===== config.mk =====
export PLATFORM = sky130hd
export DESIGN_NAME = cursor_scroll_ctrl
export DESIGN_NICKNAME = d
export VERILOG_FILES = /design/src/rtl/cursor_scroll_ctrl.sv
export SDC_FILE = /design/constraint.sdc
export NUM_CORES = 1
export LEC_CHECK = 0
export ABC_CLOCK_PERIOD_IN_PS = 2690
export BUFFER_PORTS_ARGS = -buffer_cell sky130_fd_sc_hd__buf_2
export CORE_MARGIN = 2
export CORE_UTILIZATION = 62
export DETAILED_ROUTE_END_ITERATION = 8
export PLACE_DENSITY = 0.81
export SLEW_MARGIN = 5
export SYNTH_ARGS = -nofsm -noshare
export SYNTH_HDL_FRONTEND = slang
export SYNTH_SLANG_ARGS = --single-unit
export TNS_END_PERCENT = 5

===== constraint.sdc =====
create_clock -name clk -period 2.69 [get_ports clk]
set_input_delay 0.4035 -clock clk [delete_from_list [all_inputs] [get_ports clk]]
set_output_delay 0.4035 -clock clk [all_outputs]
set_load 0.005 [all_outputs]

===== src/rtl/cursor_scroll_ctrl.sv =====
// Cursor and viewport-scroll sequencer: four independent axis channels turn
// rocker levels into clamped single steps with press/hold auto-repeat.

module axis_channel #(
    parameter int REPEAT_DELAY  = 30_000_000,
    parameter int REPEAT_PERIOD = 10_000_000
) (
    input  logic       clk,
    input  logic       rst,
    input  logic       enable,
    input  logic       neg,
    input  logic       pos,
    output logic       step,
    output logic       step_pos,
    output logic [1:0] state_dbg
);
    localparam int MAX_T = (REPEAT_DELAY > REPEAT_PERIOD) ? REPEAT_DELAY : REPEAT_PERIOD;
    localparam int TW    = (MAX_T > 2) ? $clog2(MAX_T) : 1;
    localparam logic [TW-1:0] DELAY_END  = TW'(REPEAT_DELAY - 1);
    localparam logic [TW-1:0] PERIOD_END = TW'(REPEAT_PERIOD - 1);

    typedef enum logic [1:0] {
        ST_IDLE   = 2'd0,
        ST_DELAY  = 2'd1,
        ST_REPEAT = 2'd2
    } state_t;

    state_t        state, state_n;
    logic [TW-1:0] timer, timer_n;
    logic          last_pos, last_pos_n;
    logic          active;

    // Both or neither rocker side asserted counts as no direction.
    assign active    = neg ^ pos;
    assign step_pos  = pos & ~neg;
    assign state_dbg = state;

    always_ff @(posedge clk) begin
        if (rst) begin
            state    <= ST_IDLE;
            timer    <= '0;
            last_pos <= 1'b0;
        end else begin
            state    <= state_n;
            timer    <= timer_n;
            last_pos <= last_pos_n;
        end
    end

    always_comb begin
        state_n    = state;
        timer_n    = timer;
        last_pos_n = last_pos;
        step       = 1'b0;
        if (!enable) begin
            state_n = ST_IDLE;
            timer_n = '0;
        end else begin
            case (state)
                ST_IDLE: begin
                    if (active) begin
                        step       = 1'b1;
                        state_n    = ST_DELAY;
                        timer_n    = '0;
                        last_pos_n = step_pos;
                    end
                end
                ST_DELAY, ST_REPEAT: begin
                    if (!active) begin
                        state_n = ST_IDLE;
                        timer_n = '0;
                    end else if (step_pos != last_pos) begin
                        // Reversal steps at once and restarts the initial delay.
                        step       = 1'b1;
                        state_n    = ST_DELAY;
                        timer_n    = '0;
                        last_pos_n = step_pos;
                    end else if (state == ST_DELAY && timer == DELAY_END) begin
                        step    = 1'b1;
                        state_n = ST_REPEAT;
                        timer_n = '0;
                    end else if (state == ST_REPEAT && timer == PERIOD_END) begin
                        step    = 1'b1;
                        timer_n = '0;
                    end else begin
                        timer_n = timer + 1'b1;
                    end
                end
                default: begin
                    state_n = ST_IDLE;
                    timer_n = '0;
                end
            endcase
        end
    end
endmodule

module cursor_scroll_ctrl #(
    parameter int GRID_W        = 20,
    parameter int GRID_H        = 15,
    parameter int CUR_RST_X     = 7,
    parameter int CUR_RST_Y     = 7,
    parameter int MAX_SCROLL_X  = 640,
    parameter int MAX_SCROLL_Y  = 480,
    parameter int SCROLL_STEP   = 8,
    parameter int REPEAT_DELAY  = 30_000_000,
    parameter int REPEAT_PERIOD = 10_000_000
) (
    input  logic       clk,
    input  logic       rst,
    input  logic       enable,
    input  logic       move_left,
    input  logic       move_right,
    input  logic       move_up,
    input  logic       move_down,
    input  logic       scroll_left,
    input  logic       scroll_right,
    input  logic       scroll_up,
    input  logic       scroll_down,
    output logic [4:0] cursor_x,
    output logic [4:0] cursor_y,
    output logic [9:0] scroll_x,
    output logic [9:0] scroll_y,
    output logic       moved,
    output logic [7:0] dbg_state
);
    localparam logic [4:0]  X_LAST = 5'(GRID_W - 1);
    localparam logic [4:0]  Y_LAST = 5'(GRID_H - 1);
    localparam logic [10:0] SX_MAX = 11'(MAX_SCROLL_X);
    localparam logic [10:0] SY_MAX = 11'(MAX_SCROLL_Y);
    localparam logic [10:0] S_STEP = 11'(SCROLL_STEP);

    logic [3:0] step, step_pos;
    logic [4:0] cx_n, cy_n;
    logic [9:0] sx_n, sy_n;

    axis_channel #(.REPEAT_DELAY(REPEAT_DELAY), .REPEAT_PERIOD(REPEAT_PERIOD)) u_cx (
        .clk(clk), .rst(rst), .enable(enable), .neg(move_left), .pos(move_right),
        .step(step[0]), .step_pos(step_pos[0]), .state_dbg(dbg_state[1:0]));
    axis_channel #(.REPEAT_DELAY(REPEAT_DELAY), .REPEAT_PERIOD(REPEAT_PERIOD)) u_cy (
        .clk(clk), .rst(rst), .enable(enable), .neg(move_up), .pos(move_down),
        .step(step[1]), .step_pos(step_pos[1]), .state_dbg(dbg_state[3:2]));
    axis_channel #(.REPEAT_DELAY(REPEAT_DELAY), .REPEAT_PERIOD(REPEAT_PERIOD)) u_sx (
        .clk(clk), .rst(rst), .enable(enable), .neg(scroll_left), .pos(scroll_right),
        .step(step[2]), .step_pos(step_pos[2]), .state_dbg(dbg_state[5:4]));
    axis_channel #(.REPEAT_DELAY(REPEAT_DELAY), .REPEAT_PERIOD(REPEAT_PERIOD)) u_sy (
        .clk(clk), .rst(rst), .enable(enable), .neg(scroll_up), .pos(scroll_down),
        .step(step[3]), .step_pos(step_pos[3]), .state_dbg(dbg_state[7:6]));

    function automatic logic [4:0] cursor_next(input logic [4:0] cur, input logic stp,
                                               input logic up, input logic [4:0] last);
        logic [4:0] nxt;
        nxt = cur;
        if (stp) begin
            if (up) begin
                if (cur != last) nxt = cur + 5'd1;
            end else if (cur != 5'd0) begin
                nxt = cur - 5'd1;
            end
        end
        return nxt;
    endfunction

    // Scroll math runs at 11 bits so the sum cannot wrap before clamping.
    function automatic logic [9:0] scroll_next(input logic [9:0] cur, input logic stp,
                                               input logic up, input logic [10:0] max_v);
        logic [10:0] wide, sum, diff, nxt;
        wide = {1'b0, cur};
        sum  = wide + S_STEP;
        diff = wide - S_STEP;
        nxt  = wide;
        if (stp) begin
            if (up) nxt = (sum > max_v) ? max_v : sum;
            else    nxt = (wide < S_STEP) ? 11'd0 : diff;
        end
        return nxt[9:0];
    endfunction

    always_comb begin
        cx_n = cursor_next(cursor_x, step[0], step_pos[0], X_LAST);
        cy_n = cursor_next(cursor_y, step[1], step_pos[1], Y_LAST);
        sx_n = scroll_next(scroll_x, step[2], step_pos[2], SX_MAX);
        sy_n = scroll_next(scroll_y, step[3], step_pos[3], SY_MAX);
    end

    always_ff @(posedge clk) begin
        if (rst) begin
            cursor_x <= 5'(CUR_RST_X);
            cursor_y <= 5'(CUR_RST_Y);
            scroll_x <= '0;
            scroll_y <= '0;
            moved    <= 1'b0;
        end else begin
            cursor_x <= cx_n;
            cursor_y <= cy_n;
            scroll_x <= sx_n;
            scroll_y <= sy_n;
            moved    <= (cx_n != cursor_x) || (cy_n != cursor_y);
        end
    end
endmodule


# Yosys cells after proc, flatten, opt, wreduce, memory -nomap -nowiden
# Index checks and enable logic that the tools add are counted.
# totals
register_bits	143
input_bits	11
# classes
addsub	12
magnitude_cmp	4
eq_ne	40
mux	102
n_bitwise	13
n_reduce_logical	32
# op_table
operator	n
$mux 25	20
$pmux 25 s2	4
$add 25x1->25 const B	4
$eq 25x24->1 const B	4
$eq 25x25->1 const B	4
$mux 10	6
$mux 5	8
$mux 1	36
$mux 2	16
$ne 2x1->1 const B	12
$add 10x4->11 const B	2
$lt 10x4->1 const B	2
$reduce_and 5->1	4
$sub 10x4->10 const B	2
$ne 4x4->1 const B	4
$pmux 1 s2	8
$pmux 2 s2	4
$gt 11x10->1 const B	1
$gt 11x9->1 const B	1
$add 5x1->5 const B	2
$ne 5x5->1	2
$reduce_bool 5->1	2
$reduce_or 2->1	5
$sub 5x1->5 const B	2
13 further kinds	48

# Longest topological paths before layout
# Gate-level depths: netlist (run 1).
# depth
word_depth	11
ltp_mapped	9

# Modules after synthesis
# A second synthesis (run 1) with hierarchy kept.
# hier_totals
cells_unflattened	1217
hier_area_um2	9464.1
# by_module_without_submodules
mod	n_inst	cells_per_inst	area_each_um2	seq_area_each_um2
axis_channel	4	222	1771.7	560.5
cursor_scroll_ctrl	1	329	2377.3	500.5

# Least setup slack after synthesis (run 1)
# Ideal clock, no wire load.
# synth_path
path_kind	input to register
from	in move_left
to	reg u_cx.timer[10]
arrival_ps	2219
required_time_ps	2599
path_slack_ps	380
path_stages	9
path_buffers	2
cell_sequence	inv_1 > ha_1 > clkbuf_1 > xor2_1 > nand3b_1 > nor2_1 > clkbuf_1 > o21ai_0 > a311oi_1
# synth_between
elab_chain_len	6
elab_cells_between_ends	8
classes_between	eq/ne: 2; mux: 3; bitwise: 3
# synth_lines
element	line_no	rtl
start: declaration	112	input logic move_left,
$not 1->1	35	assign step_pos = pos & ~neg;
$and 1x1->1	35	
named net u_cx.step_pos	14	output logic step_pos,
$ne 1x1->1	72	end else if (step_pos != last_pos) begin
$mux 25	72	
$mux 25	69	if (!active) begin
$pmux 25 s2	59	case (state)
end signal: assignment	45	timer <= timer_n;
end: declaration	29	logic [TW-1:0] timer, timer_n;
# The timed path passes the listed nets, and every way through them passes these cells.
# A chain may end at the register's enable or synchronous reset.

# Worst setup path after layout (run 1)
# layout_path
from	reg u_sy.timer[12]
to	reg u_sy.timer[10]
# layout_between
elab_chain_len	7
elab_cells_between_ends	9
classes_between	eq/ne: 2; mux: 5; reduce/logical: 2
# layout_lines
element	line_no	rtl
start: declaration	29	
start signal: assignment	45	
$eq 25x24->1	82	end else if (state == ST_REPEAT && timer == PERIOD_END) begin
$logic_and 1x1->1	82	
$mux 25	82	
$mux 25 *	78	end else if (state == ST_DELAY && timer == DELAY_END) begin
$mux 25 *	72	
$mux 25 *	69	
$pmux 25 s2 *	59	
# Mark *: on every way between the ends. The rest lies on a longest branch, timed or not.

==> results.tsv, run 1 <==
metric	value	unit
synth-edff-count	0	
dp_hpwl	14.59	mm
final_nets	1204	
clk_latency	430	ps
ios	50	
dieArea	15050	um^2
hold_class	input pin to flop	
syn_inst	1126	
drt_wl_total	21.46	mm
ys_seq_area_share	31.42	%
first_pass_iters	5	
tns	0	ps
period_share	93.11	%
power_density	516.8	nW/um^2
fmax	0.3992	GHz
track_usage	28.95	%
via_per_inst	6.497	
hold_start	rst	
crit_type	flop to flop	
routedWlPerCell	15.86	um
hold_depth	2	
die_x	122.7	um
core-area	13830	um^2
grt_pass1_vias	7721	
yosysWarnings	0	
rr_startpoint	u_sy.timer[12]	
ys.flop_type	dfxtp_1	
port_buffers	43	
hold_viol	0	
numCtsBuffers	17	
cp-end-kind	flop	
finClkSkew	6.618	ps
ir_drop	0.4257	mV
rsz0062_at_grt	false	
mappedNetlistArea	8730	um^2
cts_setup_buffers	0	
first_iter_violations	583	
synthTopCellsByArea	dfxtp_1, nand2_1, a311oi_1	
antenna_left	0	
worst_slew_pin_slew	886.9	ps
syn_area_per_cell	7.753	um^2
cp.required	3000	ps
maxCapViolCount	0	
ys_types	81	
clkTransAtPathRegs	60	ps
p_total	5.030	mW
num_antenna_cells	0	
clockBufferDepth	2	
synthArstFlopShare	0	%
hold_buffers	0	
grt_max_degree	35	
setup_violations	0	
ctsResizeCount	0	
drive_gt1_share	11.34	%
placementRows	43	
cts_tree	built	
vias	8790	
htreeDepth	4	
place.gp.congestion	0.8958	
area_delta_synth_final	11.49	%
arrival	2820	ps
crit_fanout	13	
p_leak	3.366	nW
worstRegToRegCells	6	
synth_seq_cells	137	
cts-root-buf	clkbuf_16	
synth_top_area_share	31.42	%
initial_core_util	63.13	%
status	finished clean	
cts.sinks	137	
drc_errors	0	
report.final.slew_viol_count	0	
die_height	122.7	um
cp-start-kind	flop	
slew_headroom	40.12	%
grt_pass1_wl	35.99	mm
antenna_found_initial	0	
grt_overflow	0	
rr_endpoint	u_sy.timer[10]	
synth.largest_area_cell	dfxtp_1	
min_period	2505	ps
r2r_slack	190	ps
min_to	u_sx.last_pos	
registers in the layout, indices dropped and copies added (netlist names), 5 cells and up:
register    cells
cursor_x        5
u_cy.timer     25
scroll_x        7
u_sy.timer     25
cursor_y        5
u_cx.timer     25
u_sx.timer     25
scroll_y        7
cells by family (layout without fill, tap and decap cells):
group / after synthesis / count (layout) / synth area share, %
fa+ha+maj: 33 / 33 / 4.730
flops: 137 / 137 / 31.42
buf+inv: 113 / 155 / 5.418
other cells: 1 / 6 / 0.04296
mux: 10 / 10 / 1.175
compound gates: 301 / 301 / 24.57
simple gates: 508 / 508 / 30.34
xor+xnor: 23 / 23 / 2.308
critical path, stage by stage, from the launching register on:
cell and delay [ps]:
dfxtp_1 360, or4b_1 510, or4_4 520, a21oi_4 370, or2_1 280, o21ai_1 100, a32o_1 250
where the power goes:
group          switching [mW]  total, mW  internal (mW)
sequential             0.0627       2.13           2.07
combinational           0.432      0.707          0.275
clock                   0.861       2.20           1.33
stage by stage:
stage | instance area (um^2) | cells | hold slack [ps] | setup WS, ps | util [%]
finish | 9733 | 1353 | 365.5 | 185.2 | 70.39
global route | 9733 | 1353 | 397.4 | 33.17 | 70.39
CTS | 9718 | 1353 | 355.4 | 8.693 | 70.28
detailed placement | 9166 | 1321 | 477.9 | 31.85 | 66.29
global placement | 9166 | 1321 | 461.1 | 140.4 | 66.29
floorplan | 8748 | 1131 | 445.1 | 379.7 | -
cell usage after synthesis (7+ instances only):
cell type / count
a211oi_1: 7
a21oi_1: 79
a22oi_1: 8
a311oi_1: 49
a31oi_1: 20
a41oi_1: 10
and2_1: 18
and3_1: 27
and4_1: 12
buf_4: 8
clkbuf_1: 54
dfxtp_1: 137
ha_1: 33
inv_1: 45
mux2i_1: 8
nand2_1: 124
nand2b_1: 10
nand3_1: 59
nand4_1: 28
nor2_1: 97
nor3_1: 42
nor3b_1: 13
nor4_1: 7
nor4b_1: 7
nor4bb_1: 7
o21ai_0: 32
o21ai_1: 10
o31ai_1: 9
or3_1: 18
xnor2_1: 8
xor2_1: 15
final cells by class:
type	instances	area [um^2]
multi-input cells	881	5558
fillers	1111	4094
flip-flops and latches	137	2743
repair buffers	77	483.0
clock buffers	24	481.7
well taps	180	225.2
inverters	46	172.7
clock inverters	8	70.07
layer usage:
metal	share of wire [%]	global-route usage (%)
met5	0	0
met4	2.5	11.06
met3	5.6	6.459
met2	46	45.23
met1	46	38.91
cell usage in the layout, fill, tap and decap left out, types with 28 or more instances in the layout:
cell type / instances
dfxtp_1: 137
nor2_1: 95
a311oi_1: 49
buf_4: 33
nand3_1: 59
nand4_1: 28
ha_1: 33
a21oi_1: 79
buf_2: 43
inv_1: 45
nand2_1: 123
o21ai_0: 32
nor3_1: 42
worst max path at each step:
stage	startpoint	endpoint	slack (ps)	depth (start not counted)
floorplan	move_left	u_cx.timer[10]	380	9
global placement	u_sy.timer[0]	u_sy.timer[22]	140	7
detailed placement	u_sy.state_dbg[0]	u_sy.timer[13]	30	8
CTS	u_sy.state_dbg[0]	u_sy.timer[18]	9	8
global route	scroll_x[3]	scroll_x[6]	30	8
finish	u_sy.timer[12]	u_sy.timer[10]	190	6
Note: power is estimated with default switching activity, not from simulation.
==> run 2: changes to the inputs <==
- ABC_CLOCK_PERIOD_IN_PS: 2690 -> 2400
- clock period: 2.69 -> 2.4 ns (I/O delays scaled with it)
==> run 2 against run 1 <==
  * Global-route usage grew 2.5 points
  * Wire length is 8.3% higher
  * Die area unchanged
  * Highest routed layer unchanged
  * Clock power increased by 28%
  * Power up 20%
  * Count of clock-buffer cells in the layout down 4
  * First-iteration DRC count rose by 74%
  * Design area grew 5.1%
  * Core utilization up 3.6 points
  * Hold slack better by 21 ps
  * Combinational power is 22% higher
==> results.tsv, run 2 (same netlist as run 1, synthesis figures left out) <==
metric	value	unit
hold_viol	0	
core-area	13830	um^2
hold_depth	4	
final_nets	1251	
place.gp.congestion	0.9084	
slew_headroom	51.15	%
drive_gt1_share	15.90	%
dp_hpwl	15.76	mm
cts.sinks	137	
rr_endpoint	scroll_x[7]	
final_cell_area	10220	um^2
placementRows	43	
maxCapViolCount	0	
report.final.slew_viol_count	0	
worst_slew_pin_slew	728.4	ps
ir_drop	0.4975	mV
dieArea	15050	um^2
rr_startpoint	u_sx.timer[7]	
fin_cells	1400	
cp-end-kind	flop	
place_area	9507	um^2
hold_buffers	0	
grt_max_degree	37	
via_per_inst	6.486	
rsz0062_at_grt	true	
num_antenna_cells	0	
grt_pass1_vias	8365	
p_int	4.469	mW
cp-start-kind	flop	
final_common_cell	dfxtp_1	
multi_input_area	5613	um^2
first_pass_iters	6	
clk_latency	420	ps
combPwrFrac	14.2	%
first_iter_violations	1015	
grt_pass1_wl	38.67	mm
drt_wl_total	23.23	mm
hold_class	input pin to flop	
tns	0	ps
period_share	97.69	%
hold_start	rst	
vias	9080	
layout_common_cells	dfxtp_1, nand2_1, nor2_1, a21oi_1, buf_4	
port_buffers	43	
ff_latch_area	2745	um^2
area_delta_synth_final	17.13	%
crit_fanout	7	
power_density	592.7	nW/um^2
die_height	122.7	um
numCtsBuffers	17	
finClkSkew	6.411	ps
dp_cells	1368	
clockBufferDepth	2	
cts-root-buf	clkbuf_16	
p_seq_share	39.2	%
crit_type	flop to flop	
die_x	122.7	um
worstRegToRegCells	6	
arrival	2660	ps
fillers	1097	
htreeDepth	4	
antenna_left	0	
routedWlPerCell	16.59	um
p_leak	3.659	nW
cp.required	2720	ps
setup_violations	0	
min_period	2344	ps
track_usage	31.44	%
post-route-util	73.95	%
pwr-share-clk	46.6	%
cts_tree	built	
antenna_found_initial	0	
min_to	u_cy.timer[23]	
fmax	0.4265	GHz
clkTransAtPathRegs	60	ps
initial_core_util	63.13	%
netSwitchingFraction	26.26	%
p_sw	1.591	mW
grt_overflow	0	
status	finished clean	
whs	386.8	ps
drc_errors	0	
ios	50	
r2r_slack	60	ps
==> run 2: what timing repair did <==
item | CTS | global route
resized for setup | 4 | 14
pin swaps | 0 | 1
setup buffers | 0 | 0
setup endpoints to repair | 17 | 32
endpoints found under the hold margin | 0 | 0
==> run 2: worst max-delay path: stages, from the launching register on <==
cell,delay (ps)
dfxtp_1,380
or4b_1,500
or4_4,540
a211o_4,320
a22oi_1,230
o2bb2ai_1,100
and2_1,160
==> run 2: worst max path at each step <==
stage | end | start | slack, ps
final | scroll_x[7] | u_sx.timer[7] | 60
after CTS | scroll_x[6] | scroll_x[4] | -30
after global routing | cursor_x[2] | u_cx.timer[16] | -40
after detailed placement | u_sy.timer[7] | scroll_up | -170
after global placement | u_sy.timer[22] | scroll_up | -80
after floorplan | u_cx.timer[10] | move_left | 130
==> run 2: area by class of cell <==
| class | instances | share of cell area [%] |
|---|---|---|
| sequential | 137 | 26.85 |
| clock buffer | 20 | 4.564 |
| inverter | 46 | 1.689 |
| tap | 180 | 2.203 |
| clock inverter | 12 | 1.676 |
| multi-input combinational | 881 | 54.89 |
| timing repair buffer | 124 | 8.125 |
==> run 2: per-layer routing <==
layer / global-route usage (%) / up-vias / part of all wire (%)
met2: 50.76 / 338 / 48
li1: - / 4405 / -
met3: 6.552 / 51 / 6.5
met1: 40.64 / 4286 / 43
met4: 13.36 / 0 / 2.0
met5: 0 / - / 0
==> run 2: metrics by stage <==
stage	setup slack [ps]	total power, mW
3_5_place_dp	-169.0	3.247
5_1_grt	-40.48	6.299
6_report	55.53	6.060
2_1_floorplan	133.2	2.984
3_3_place_gp	-83.47	3.227
4_1_cts	-26.25	6.059
==> run 2: power by group through the flow <==
stage | clock (mW) | sequential [mW] | combinational, mW
2_1_floorplan | 0 | 2.41 | 0.574
3_3_place_gp | 0 | 2.42 | 0.807
3_5_place_dp | 0 | 2.42 | 0.825
4_1_cts | 2.85 | 2.37 | 0.840
5_1_grt | 2.97 | 2.38 | 0.949
6_report | 2.82 | 2.37 | 0.861
